==> src/rtl/bpsk_phase_sequencer.sv <==
// -----------------------------------------------------------------------------
// bpsk_phase_sequencer
//
// Drives the phase index of a sine wave table so that the table output is a
// BPSK-modulated carrier. Serial bits arrive through a valid/ready handshake
// and are buffered in a small FIFO. Each bit becomes one symbol of
// CYCLES_PER_SYMBOL carrier cycles. Each carrier cycle sweeps phase
// 0..2*SINE_RESOLUTION-1, and each phase index is held for SAMPLE_DIV clocks.
// A bit value of 1 shifts the sweep by half a cycle (180 degrees).
//
// Optional feature (compile-time macro):
//   DIFFERENTIAL_ENCODING_EN  - DBPSK. A sticky offset toggles at each symbol
//                               start whose bit is 1. The offset is cleared by
//                               reset and whenever the sequencer goes idle.
//                               When the macro is undefined, the block sends
//                               absolute BPSK.
//
// Ports:
//   clk          in   system clock, rising edge
//   rst_n        in   asynchronous active-low reset
//   enable       in   permits starting new symbols (a running symbol always ends)
//   bit_valid    in   upstream bit present
//   bit_data     in   bit value
//   bit_ready    out  FIFO can accept (transfer on bit_valid && bit_ready)
//   phase        out  registered phase index to the wave table
//   phase_valid  out  phase belongs to an active symbol
//   symbol_start out  one-clock pulse on the first clock of each symbol
//   busy         out  a symbol is running or the FIFO holds bits
// -----------------------------------------------------------------------------
module bpsk_phase_sequencer #(
    parameter int DATA_WIDTH        = 8,
    parameter int SINE_RESOLUTION   = 8,
    parameter int CYCLES_PER_SYMBOL = 2,
    parameter int SAMPLE_DIV        = 1,
    parameter int FIFO_DEPTH        = 4
) (
    input  logic                  clk,
    input  logic                  rst_n,
    input  logic                  enable,
    input  logic                  bit_valid,
    input  logic                  bit_data,
    output logic                  bit_ready,
    output logic [DATA_WIDTH-1:0] phase,
    output logic                  phase_valid,
    output logic                  symbol_start,
    output logic                  busy
);

    localparam int PERIOD = 2 * SINE_RESOLUTION;
    localparam int STEP_W = $clog2(PERIOD);
    localparam int DIV_W  = (SAMPLE_DIV > 1) ? $clog2(SAMPLE_DIV) : 1;
    localparam int CYC_W  = (CYCLES_PER_SYMBOL > 1) ? $clog2(CYCLES_PER_SYMBOL) : 1;
    localparam int PTR_W  = $clog2(FIFO_DEPTH);
    localparam int CNT_W  = PTR_W + 1;

    localparam logic [STEP_W-1:0]     STEP_LAST = STEP_W'(PERIOD - 1);
    localparam logic [DIV_W-1:0]      DIV_LAST  = DIV_W'(SAMPLE_DIV - 1);
    localparam logic [CYC_W-1:0]      CYC_LAST  = CYC_W'(CYCLES_PER_SYMBOL - 1);
    localparam logic [DATA_WIDTH-1:0] HALF      = DATA_WIDTH'(SINE_RESOLUTION);

    typedef enum logic {
        IDLE = 1'b0,
        RUN  = 1'b1
    } state_t;

    // ------------------------------------------------------------------
    // Input bit FIFO
    // ------------------------------------------------------------------
    logic             fifo_mem [FIFO_DEPTH];
    logic [PTR_W-1:0] wr_ptr;
    logic [PTR_W-1:0] rd_ptr;
    logic [CNT_W-1:0] count;
    logic             fifo_empty;
    logic             push;
    logic             pop;
    logic             head_bit;

    assign fifo_empty = (count == '0);
    // Ready comes only from the registered count. A slot freed by a pop
    // therefore shows up on the next cycle.
    assign bit_ready  = (count != CNT_W'(FIFO_DEPTH));
    assign push       = bit_valid && bit_ready;
    assign head_bit   = fifo_mem[rd_ptr];

    // NOTE: storage is deliberately not reset. The pointers and the count
    // define which entries are live, so stale data is never read.
    always_ff @(posedge clk) begin
        if (push) begin
            fifo_mem[wr_ptr] <= bit_data;
        end
    end

    always_ff @(posedge clk or negedge rst_n) begin
        if (!rst_n) begin
            wr_ptr <= '0;
            rd_ptr <= '0;
            count  <= '0;
        end else begin
            // Power-of-two depth lets the pointers wrap naturally.
            if (push) wr_ptr <= wr_ptr + PTR_W'(1);
            if (pop)  rd_ptr <= rd_ptr + PTR_W'(1);
            case ({push, pop})
                2'b10:   count <= count + CNT_W'(1);
                2'b01:   count <= count - CNT_W'(1);
                default: count <= count;
            endcase
        end
    end

    // ------------------------------------------------------------------
    // Symbol sequencer
    // ------------------------------------------------------------------
    state_t            state;
    logic [STEP_W-1:0] step;
    logic [DIV_W-1:0]  div;
    logic [CYC_W-1:0]  cyc;
    logic [STEP_W-1:0] step_next;
    logic              last_clock;
    logic              start_symbol;
    logic [DATA_WIDTH-1:0] offset;
    logic [DATA_WIDTH-1:0] next_offset;

`ifdef DIFFERENTIAL_ENCODING_EN
    // The sticky offset register is the carrier reference itself. A 1 bit
    // flips it by 180 degrees, and a 0 bit leaves it unchanged.
    assign next_offset = head_bit ? ((offset == '0) ? HALF : '0) : offset;
`else
    logic cur_bit;
    assign offset      = cur_bit ? HALF : '0;
    assign next_offset = head_bit ? HALF : '0;
`endif

    assign last_clock   = (state == RUN) && (div == DIV_LAST) &&
                          (step == STEP_LAST) && (cyc == CYC_LAST);
    // A new symbol may start from idle, or on the final clock of the
    // current symbol. In the second case the next symbol follows with no gap.
    assign start_symbol = enable && !fifo_empty && ((state == IDLE) || last_clock);
    assign pop          = start_symbol;
    assign step_next    = (step == STEP_LAST) ? '0 : step + STEP_W'(1);
    assign busy         = (state == RUN) || !fifo_empty;

    // The offset is either 0 or half a period, so one conditional subtract
    // is enough to reduce the sum modulo a full period.
    function automatic logic [DATA_WIDTH-1:0] wrap_phase(
        input logic [STEP_W-1:0]     s,
        input logic [DATA_WIDTH-1:0] off
    );
        int sum;
        sum = int'(s) + int'(off);
        if (sum >= PERIOD) sum = sum - PERIOD;
        return DATA_WIDTH'(sum);
    endfunction

    // NOTE: every register here is state and uses non-blocking assignment.
    // That way, all right-hand sides see the values from before the edge.
    always_ff @(posedge clk or negedge rst_n) begin
        if (!rst_n) begin
            state        <= IDLE;
            step         <= '0;
            div          <= '0;
            cyc          <= '0;
            phase        <= '0;
            phase_valid  <= 1'b0;
            symbol_start <= 1'b0;
`ifdef DIFFERENTIAL_ENCODING_EN
            offset       <= '0;
`else
            cur_bit      <= 1'b0;
`endif
        end else begin
            symbol_start <= 1'b0;
            if (start_symbol) begin
                state        <= RUN;
                step         <= '0;
                div          <= '0;
                cyc          <= '0;
                phase        <= next_offset;
                phase_valid  <= 1'b1;
                symbol_start <= 1'b1;
`ifdef DIFFERENTIAL_ENCODING_EN
                offset       <= next_offset;
`else
                cur_bit      <= head_bit;
`endif
            end else if (state == RUN) begin
                if (last_clock) begin
                    state       <= IDLE;
                    step        <= '0;
                    div         <= '0;
                    cyc         <= '0;
                    phase       <= '0;
                    phase_valid <= 1'b0;
`ifdef DIFFERENTIAL_ENCODING_EN
                    offset      <= '0;
`endif
                end else if (div == DIV_LAST) begin
                    div   <= '0;
                    step  <= step_next;
                    phase <= wrap_phase(step_next, offset);
                    if (step == STEP_LAST) begin
                        cyc <= cyc + CYC_W'(1);
                    end
                end else begin
                    div <= div + DIV_W'(1);
                end
            end
        end
    end

endmodule

==> config.mk <==
export PLATFORM = sky130hd
export DESIGN_NAME = bpsk_phase_sequencer
export DESIGN_NICKNAME = d
export VERILOG_FILES = /design/src/rtl/bpsk_phase_sequencer.sv
export SDC_FILE = /design/constraint.sdc
export NUM_CORES = 1
export LEC_CHECK = 0
export CAP_MARGIN = 20
export CELL_PAD_IN_SITES_DETAIL_PLACEMENT = 1
export CELL_PAD_IN_SITES_GLOBAL_PLACEMENT = 2
export CORE_MARGIN = 5
export CORE_UTILIZATION = 35
export CTS_CLUSTER_DIAMETER = 200
export DETAILED_ROUTE_END_ITERATION = 16
export DONT_BUFFER_PORTS = 1
export PLACE_DENSITY_LB_ADDON = 0.1
export SLEW_MARGIN = 20
export SYNTH_ARGS = -nofsm -noshare
export SYNTH_HDL_FRONTEND = slang
export SYNTH_SLANG_ARGS = --single-unit
==> constraint.sdc <==
create_clock -name clk -period 2.5 [get_ports clk]
set_input_delay 0.5 -clock clk [delete_from_list [all_inputs] [get_ports clk]]
set_output_delay 0.5 -clock clk [all_outputs]
set_load 0.01 [all_outputs]
# == Word-level counts from Yosys, hierarchy flattened ==
# Memories as Yosys holds them, arrays and structs flattened.
# Index checks and enable logic that the tools add are counted.
# classes
n_div,0
eq_ne,5
multipliers,0
mux,31
bitwise,2
n_lt_le_gt_ge,1
n_shift,0
n_reduce_logical,17
n_addsub,9
# ops
cell,count
8-bit two-way mux,5
4-bit two-way mux,7
1-bit two-way mux,18
1-bit logical AND,6
3-bit case mux with 2 select lines,1
2-bit nonzero test,3
"5-bit by 5-bit subtractor with 6-bit output, second input constant",1
4-bit by 4-bit adder with 5-bit output,1
"5-bit >= comparator, second input constant",1
"2-bit by 1-bit adder with 2-bit output, second input constant",2
"4-bit by 1-bit adder with 4-bit output, second input constant",1
"4-bit equality test, second input constant",1
2-bit AND reduction,2
"3-bit by 1-bit adder with 3-bit output, second input constant",1
3-bit zero test,1
"3-bit by 2-bit != test with 1-bit output, second input constant",1
"3-bit != test, second input constant",1
3-bit AND reduction,1
3-bit nonzero test,1
"3-bit by 1-bit subtractor with 3-bit output, second input constant",1
"1-bit adder, second input constant",2
"2-bit by 1-bit equality test with 1-bit output, second input constant",1
"2-bit equality test, second input constant",1
1-bit logical OR,2
other kinds (2),3
# totals
ramBits,4
reg_bits,25
in_bits,5
romBits,0
elab_cells,77
out_inout_bits,12
n_memories,1
latch_bits,0
# mem_list
memory,words,word_bits,rd,rd_clocked_by_memory_dff,write_ports,line,text
fifo_mem,4,1,1,0,1,69,logic fifo_mem [FIFO_DEPTH];

# == Depth between registers and ports, before layout ==
# Gate-level depths: netlist of run 1.
# logic_depth
depth_word,9
depth_mapped,9
mapped_depth_nobuf,9

# == Worst setup path after synthesis of run 1 ==
# Ideal clock, no wire load.
# synth_timing
path_type,reg2reg
start,"register, netlist name phase[0]"
end,register count[2]
stages_incl_launch_ff,10
path_buffers,0
slack_ps,242
t_required_ps,2421
synth_period_minus_slack_ps,2258
setup_time_ps,79
arrival_ps,2178
path_cell_list,dfrtp_1 ha_1 nand4_1 a21oi_2 ha_1 inv_1 fa_1 xor2_1 nor2_1 xor2_1
# synth_rtl
element,line,text
end signal: assignment,103,2'b10: count <= count + CNT_W'(1);
end signal: assignment,104,2'b01: count <= count - CNT_W'(1);
end signal: assignment,105,default: count <= count;
end: declaration,72,logic [CNT_W-1:0] count;

# == Worst setup path in the final report of run 1 ==
# layout_timing
start,register count[0]
end,register count[2]
# layout_via
elab_cells_between_ends,12
classes_between,add/sub (2); eq/ne (3); mux (1); reduce/logical (6)
# layout_rtl
element,line,text
3-bit != test *,81,assign bit_ready = (count != CNT_W'(FIFO_DEPTH));
net bit_ready,42,"output logic bit_ready,"
1-bit logical AND *,82,assign push = bit_valid && bit_ready;
2-bit by 1-bit equality test with 1-bit output / 2-bit equality test (equally long branches),102,"case ({push, pop})"
3-bit case mux with 2 select lines / 2-bit nonzero test (equally long branches),n/a,
# The timed path passes the listed nets; every way through them passes the cells marked *.
# A chain may end at the register's enable or synchronous reset.

==> results.toml, run 1 <==
[critical_path]
setup.worst_path.class = "reg2reg"
cp-startpoint = "count[0]"
r2r_slack_ns = 0.17
worstSetupEndpointType = "register"
required_ns = 2.74
cp_max_fo = 6
reg2regPathDepth = 9
worstPathArrival_ns = 2.57
cp-endpoint = "count[2]"
critPathLaunchType = "register"
r2r_start = "count[0]"
timing.rr.end = "count[2]"

[synth]
synth_area_per_cell_sq_um = 11.87
yosys_warnings = 0
syn_nets = 118
ys.flop_type = "dfrtp_1"
yosysSeqAreaShare_pct = 48.72
synth_edf_count = 4
syn_inst = 103
synth.distinct_cells = 35
async_flop_share_pct = 82.61
syn-cell-area_sq_um = 1222
ys_ff_latch = 23

[flow_run]
maxCapViolCount = 0

[layout]
n_antenna_cell = 0
drive_above_1_share_pct = 21.30
fin_nets = 124
syn_to_final_growth_pct = 8.291
stdcell_count = 154
final_common_cell = "dfrtp_1"
final_cell_mix = "dfrtp_1, inv_1, ha_1"

[place]
gp_congestion = 0.7743
pre_cts_ws_ns = 0.1865
port_buffers = 0
dp_hpwl_microns = 1800
place_inst = 149

[pwr]
seq_power_share_pct = 44.8
vdd_drop_max_v = 0.0004062
leakage_uw = 0.0006143
p_total_uw = 1565
switching_power_uw = 614.8
cellInternalPower_uw = 950.1
p_sw_share_pct = 39.29
p_comb_share_pct = 43.8
powerDensity_nw_per_um2 = 1182
clkPwrFrac_pct = 11.4

[timing]
period_share_pct = 93.19
max_slew_margin_pct = 39.60
fmax_ghz = 0.4292
setup_viol = 0
worstMarginPinSlew_ns = 0.9030
fin_crit_ns = 2.330
drv_slew = 0
setup_tns_ns = 0
clock_skew_ns = 0.004657
final_hold_viol_count = 0
setup_slack_ns = 0.1701
rsz0062_at_grt = "no"

[global_route]
grt.total_usage_pct = 10.71
grt_pass1_wl_microns = 4222
grt_pass1_vias = 844
grt_max_degree = 20
gr-total-overflow = 0
antenna_found_initial = 0

[die]
fp.dieH_microns = 69.10
ios = 17
die_area_sq_um = 4775
die_width_microns = 69.10
rows = 21
initial_core_util_pct = 36.35
placeableCoreArea_sq_um = 3363

[detailed_routing]
routed_wirelength_microns = 2431
drt-wirelength-per-cell_microns = 15.79
drtAntennaViolNets = 0
routed_via_density = 5.000
drc = 0
drt_first_iter_violations = 20
vias = 770
drt_first_pass_iters = 4

[hold_path]
hold_path_depth = 0
min_path_type = "in2reg"

[cts]
cts.sinks = 23
cts_setup_buffers = 0
cts_inserted_buffers = 3
clk_pin_slew_worst_paths_ns = 0.13
cts-root-buf = "clkbuf_4"
insertion_delay_ns = 0.31
cts-resized-gates = 0
cts_max_path_buffers = 2
cts_tree = "built"
h-tree-depth = 1

[status]
status = "finished, final reports clean"
==> cell families after synthesis <==
family / synth area share (%)
xor gates and xnor gates: 5.731
buffers and inverters: 6.449
DFF: 48.72
AOI/OAI and AO/OA: 10.03
muxes: 6.448
adders and majority gates: 10.85
and+or+nand+nor: 11.77
==> Yosys cell counts (all sizes together) (3+ instances only) <==
| master | n | share of area [%] |
|---|---|---|
| nand2 | 8 | 2.5 |
| ha | 9 | 9.2 |
| xnor2 | 4 | 2.9 |
| and3 | 7 | 4.0 |
| a21oi | 3 | 1.5 |
| mux2i | 3 | 2.5 |
| inv | 9 | 2.8 |
| dfrtp | 19 | 39 |
| nor2 | 3 | 0.92 |
| edfxtp | 4 | 9.8 |
| xor2 | 4 | 2.9 |
| buf | 5 | 3.1 |
==> power by group through the flow <==
stage	Combinational, uW	Clock, uW	Sequential (uW)
floorplan	558	0	683
global placement	673	0	708
detailed placement	693	0	713
CTS	705	186	706
global route	784	197	723
finish	686	179	701
==> state kept, by name, indices dropped and copies added (netlist names) <==
name / flops
cur_bit: 1
phase_valid: 1
state: 1
step: 2
phase: 5
cyc: 1
symbol_start: 1
rd_ptr: 2
fifo_mem: 4
count: 3
wr_ptr: 2
==> area by class of cell <==
cell class                 instances  area, sq um
clock buffer                       4        26.28
fill                             378         2039
inverter                           9        33.78
multi-input combinational         64        548.0
sequential                        23        595.6
tap                               46        57.56
timing repair buffer               8        62.56
==> routing by layer <==
layer  up-vias  global-route usage (%)  routed length [microns]
met4         0                   3.254                        0
li1        361                       -                        -
met3         0                   2.616                       96
met2        12                   17.69                     1253
met5         -                       0                        0
met1       397                   13.77                     1081
==> how the worst min path moves through the flow <==
stage                         from          end  slack (ns)
after floorplan              rst_n     count[0]        0.20
after global placement       rst_n      step[2]        0.21
after detailed placement     rst_n      step[2]        0.21
after CTS                 bit_data  fifo_mem[2]        0.27
after global routing      bit_data  fifo_mem[1]        0.25
final                     bit_data  fifo_mem[2]        0.27
==> critical path, stage by stage, from the launching register on <==
cell,delay (ns)
dfrtp_1,0.50
or3b_4,0.46
and2_4,0.19
inv_1,0.05
ha_1,0.18
inv_1,0.06
fa_1,0.37
xor2_1,0.15
nor2_1,0.13
xor2_1,0.17
==> metrics by stage <==
stage,hold slack (ns),utilization [%],cell area [sq um]
5_1_grt,0.2512,39.36,1324
2_1_floorplan,0.2044,-,1222
4_1_cts,0.2659,39.36,1324
3_3_place_gp,0.2050,38.28,1287
3_5_place_dp,0.2053,38.28,1287
6_report,0.2717,39.36,1324
==> repair_timing <==
| item | CTS | global route |
|---|---|---|
| hold buffers | 1 | 0 |
| setup endpoints to repair | 0 | 0 |
| hold endpoints to repair | 19 | 0 |
Power figures use the tool's default switching activity.
==> run 2: changes to the inputs <==
--- a/config.mk
+++ b/config.mk
@@ -14,6 +14,7 @@
 export DETAILED_ROUTE_END_ITERATION = 16
 export DONT_BUFFER_PORTS = 1
 export PLACE_DENSITY_LB_ADDON = 0.1
+export SETUP_SLACK_MARGIN = 0.15
 export SLEW_MARGIN = 20
 export SYNTH_ARGS = -nofsm -noshare
 export SYNTH_HDL_FRONTEND = slang
==> results.toml, run 2 (synthesis results as in run 1) <==
[status]
status = "finished, final reports clean"

[hold_path]
worstHoldEndpoint = "fifo_mem[2]"
hold_path_depth = 0
min_path_type = "in2reg"
hp-start = "bit_data"

[pwr]
vdd_drop_max_v = 0.0004146
clkPwrFrac_pct = 11.0
leakage_uw = 0.0006277
seq_power_share_pct = 43.1
switching_power_uw = 623.8
powerDensity_nw_per_um2 = 1186
cellInternalPower_uw = 992.6
p_sw_share_pct = 38.59
p_comb_share_pct = 45.9

[detailed_routing]
vias = 789
drt_first_pass_iters = 2
routed_wirelength_microns = 2438
drt-wirelength-per-cell_microns = 15.43
drc = 0
routed_via_density = 4.994
drtAntennaViolNets = 0
drt_first_iter_violations = 22

[layout]
largest_register_ff_count = 5
multi_input_area_sq_um = 553.0
final_common_cell = "dfrtp_1"
final_cell_mix = "dfrtp_1, buf_4, inv_1, nand2_1, ha_1"
regArea_sq_um = 599.3
largest-register = "phase"
fin_util_pct = 40.51
largestRegisters = "phase x5, fifo_mem x4, count x3"
n_antenna_cell = 0
syn_to_final_growth_pct = 11.46
fin_nets = 128
fillers = 378
drive_above_1_share_pct = 29.46

[die]
rows = 21
ios = 17
initial_core_util_pct = 36.35
die_area_sq_um = 4775
fp.dieH_microns = 69.10
die_width_microns = 69.10
placeableCoreArea_sq_um = 3363

[critical_path]
r2r_slack_ns = 0.28
worstSetupEndpointType = "register"
cp_max_fo = 6
critPathLaunchType = "register"
required_ns = 2.73
worstPathArrival_ns = 2.46
r2r_start = "count[0]"
reg2regPathDepth = 9
setup.worst_path.class = "reg2reg"
timing.rr.end = "count[2]"

[cts]
cts_tree = "built"
insertion_delay_ns = 0.31
cts-root-buf = "clkbuf_4"
clk_pin_slew_worst_paths_ns = 0.14
h-tree-depth = 1
cts.sinks = 23
cts_max_path_buffers = 2
cts_inserted_buffers = 3

[timing]
final_hold_viol_count = 0
setup_viol = 0
drv_slew = 0
worstMarginPinSlew_ns = 0.9107
max_slew_margin_pct = 39.09
fmax_ghz = 0.4500
fin_crit_ns = 2.222
clock_skew_ns = 0.007360
setup_tns_ns = 0
period_share_pct = 88.90
rsz0062_at_grt = "no"

[global_route]
grt_pass1_wl_microns = 4222
grt_max_degree = 20
antenna_found_initial = 0
grt.total_usage_pct = 10.71
gr-total-overflow = 0
grt_pass1_vias = 844

[place]
gp_congestion = 0.7743
dp_hpwl_microns = 1800
port_buffers = 0

[flow_run]
maxCapViolCount = 0
## run 2: cell types whose count changed in the layout (fill, tap and decap cells not counted), sizes merged
cell  previous run  this run
buf              7        11
## run 2: routing by layer
metal | vias to the layer above | global-route usage [%] | share of wire [%]
li1 | 371 | - | -
met1 | 407 | 13.77 | 46
met2 | 9 | 17.69 | 50
met3 | 2 | 2.616 | 3.5
met4 | 0 | 3.254 | 0.74
met5 | - | 0 | 0
## run 2: cell type report
type                       instances  share of cell area, %
sequential                        23                  43.99
multi-input combinational         64                  40.59
timing repair buffer              12                  6.795
tap                               46                  4.224
inverter                           9                  2.479
clock buffer                       4                  1.928
## run 2: what timing repair did
item,in CTS,in global routing
endpoints found under the setup margin,1,1
gates resized for setup,1,5
hold endpoints to repair,19,0
hold buffers,1,0
pin swaps,0,4
setup buffers,0,4
## run 2: worst max-delay path by stage
stage | slack [ns] | start | end | cells after the start
final | 0.28 | count[0] | count[2] | 9
after global routing | 0.16 | count[0] | count[2] | 9
after CTS | 0.15 | count[2] | count[2] | 9
after detailed placement | 0.19 | count[0] | count[2] | 9
after global placement | 0.28 | count[2] | count[2] | 9
after floorplan | 0.24 | phase[0] | count[2] | 9
## run 2: critical path, stage by stage, from the launching register on
cell and delay, ns:
dfrtp_2 0.46, or3b_4 0.46, and2_4 0.17, inv_2 0.04, ha_2 0.18, inv_1 0.05, fa_2 0.33, xor2_1 0.15
nor2_1 0.15, xor2_1 0.16
## run 2: per-stage QoR
step / worst slack (ns) / cell area, sq um / std cells / power [uW] / hold slack [ns]
after floorplan: 0.2423 / 1222 / 103 / 1241 / 0.2044
after global placement: 0.2790 / 1287 / 149 / 1381 / 0.2050
after detailed placement: 0.1865 / 1287 / 149 / 1405 / 0.2053
after CTS: 0.1501 / 1325 / 154 / 1599 / 0.2659
after global routing: 0.1579 / 1363 / 158 / 1760 / 0.2512
final: 0.2776 / 1363 / 158 / 1616 / 0.2728
## run 2: power groups by stage
stage / logic (uW) / clock network [uW] / registers (uW)
after detailed placement: 693 / 0 / 713
after CTS: 705 / 186 / 708
after global placement: 673 / 0 / 708
after global routing: 846 / 198 / 717
after floorplan: 558 / 0 / 683
final: 742 / 178 / 696
==> run 3: changes to the inputs <==
==> constraint.sdc (replaced) <==
create_clock -name clk -period 1.8 [get_ports clk]
set_input_delay 0.36 -clock clk [delete_from_list [all_inputs] [get_ports clk]]
set_output_delay 0.36 -clock clk [all_outputs]
set_load 0.01 [all_outputs]
==> results.toml, run 3 (synthesis results as in run 1) <==
[die]
rows = 21
die_area_sq_um = 4775
die_width_microns = 69.10
initial_core_util_pct = 36.35
fp.dieH_microns = 69.10
ios = 17
placeableCoreArea_sq_um = 3363

[detailed_routing]
vias = 802
drt_first_iter_violations = 25
drc = 0
drt-wirelength-per-cell_microns = 16.13
routed_wirelength_microns = 2678
routed_via_density = 4.831
drt_first_pass_iters = 4
drtAntennaViolNets = 0

[pwr]
switching_power_uw = 1002
clkPwrFrac_pct = 9.5
powerDensity_nw_per_um2 = 1732
p_total_uw = 2605
seq_power_share_pct = 35.4
vdd_drop_max_v = 0.0006384
leakage_uw = 0.0006777
p_sw_share_pct = 38.48
p_comb_share_pct = 55.0
cellInternalPower_uw = 1603

[timing]
setup_slack_ns = -0.1906
fin_crit_ns = 1.991
setup_tns_ns = -0.6912
worstMarginPinSlew_ns = 0.4697
final_hold_viol_count = 19
period_share_pct = 110.6
clock_skew_ns = 0.006787
hold_ws_ns = -0.02383
drv_slew = 0
setup_viol = 6
rsz0062_at_grt = "yes"
fmax_ghz = 0.5024
max_slew_margin_pct = 68.68

[cts]
clk_pin_slew_worst_paths_ns = 0.14
insertion_delay_ns = 0.31
h-tree-depth = 1
cts-root-buf = "clkbuf_4"
cts_tree = "built"
cts.sinks = 23
cts_inserted_buffers = 3
cts_max_path_buffers = 2

[layout]
largestRegisters = "phase x5, fifo_mem x4, count x3"
fin_nets = 136
syn_to_final_growth_pct = 23.03
final_cell_mix = "dfrtp_1, buf_4, nand2_1"
n_antenna_cell = 0
drive_above_1_share_pct = 41.67
fillers = 393
final_common_cell = "dfrtp_1"
stdcell_count = 166
largest_register_ff_count = 5
fin_util_pct = 44.72
largest-register = "phase"

[hold_path]
min_path_type = "in2async"

[place]
place_inst = 159
pre_cts_ws_ns = -0.2133
port_buffers = 0
dp_hpwl_microns = 1952
gp_congestion = 0.7055

[global_route]
antenna_found_initial = 0
grt_max_degree = 20
grt.total_usage_pct = 11.93
grt_pass1_wl_microns = 4623
gr-total-overflow = 0
grt_pass1_vias = 914

[critical_path]
setup.worst_path.class = "reg2reg"
worstSetupEndpointType = "register"
required_ns = 2.01
worstPathArrival_ns = 2.20
critPathLaunchType = "register"
cp_max_fo = 3

[flow_run]
maxCapViolCount = 0

[status]
status = "finished, violations left"
violations = "hold timing, setup timing"
[run 3: cell count changes in the layout (fill, tap and decap cells not counted), moves of 3 or more]
cell | previous run | this run
ha_1 | 8 | 4
inv_2 | 1 | 4
dfrtp_1 | 16 | 19
buf_4 | 11 | 16
buf_6 | 0 | 3
inv_1 | 8 | 5
ha_4 | 0 | 4
dfrtp_2 | 3 | 0
[run 3: path summary, 6_finish.rpt]
kind,startpoint,to,slack (ns),cells past startpoint
setup / recovery,phase[1],phase[3],-0.19,10
max in group asynchronous,rst_n,phase[0],1.50,1
hold / removal,rst_n,step[2],-0.02,1
min in group clk,bit_data,fifo_mem[2],0.13,0
hold reg to reg,rd_ptr[1],rd_ptr[1],0.50,1
setup reg to reg,phase[1],phase[3],-0.19,10
[run 3: routing by layer]
metal / part of all wire, % / up-vias / GRT usage (%)
met2: 52 / 7 / 20.55
met4: 0.86 / 0 / 3.905
met3: 2.8 / 2 / 2.471
met5: 0 / - / 0
met1: 44 / 405 / 14.76
li1: - / 388 / -
[run 3: cell type report]
| cell class | count | area [sq um] | share of cell area (%) |
|---|---|---|---|
| clock buffers | 4 | 26.28 | 1.747 |
| well taps | 46 | 57.56 | 3.827 |
| multi-input cells | 64 | 631.9 | 42.01 |
| repair buffers | 20 | 158.9 | 10.57 |
| flip-flops and latches | 23 | 595.6 | 39.60 |
| inverters | 9 | 33.78 | 2.246 |
[run 3: worst max-delay path, stage by stage, from the launching register on]
cell and delay (ns):
dfrtp_1 0.41, ha_2 0.20, buf_4 0.14, buf_6 0.10
buf_6 0.11, a21oi_2 0.10, o22ai_2 0.09, inv_2 0.11
ha_4 0.21, and3_4 0.16, a211o_1 0.25
[run 3: metrics by stage]
stage	hold slack (ns)	area [sq um]
finish	-0.02383	1504
global route	0.01219	1504
CTS	0.1270	1454
detailed placement	0.06529	1388
global placement	0.06518	1388
floorplan	0.06441	1247
[run 3: power groups by stage]
| stage | Sequential (uW) | Combinational, uW | Clock, uW |
|---|---|---|---|
| 3_5_place_dp | 928 | 1210 | 0 |
| 3_3_place_gp | 926 | 1160 | 0 |
| 6_report | 923 | 1430 | 248 |
| 5_1_grt | 949 | 1600 | 286 |
| 4_1_cts | 918 | 1300 | 259 |
| 2_1_floorplan | 950 | 800 | 0 |
[run 3: timing repair]
| item | in CTS | in global routing |
|---|---|---|
| setup endpoints to repair | 7 | 8 |
| hold endpoints to repair | 19 | 0 |
| pin swaps | 5 | 4 |
| hold buffers | 1 | 0 |
| gates resized for setup | 7 | 8 |
| setup buffers | 1 | 1 |
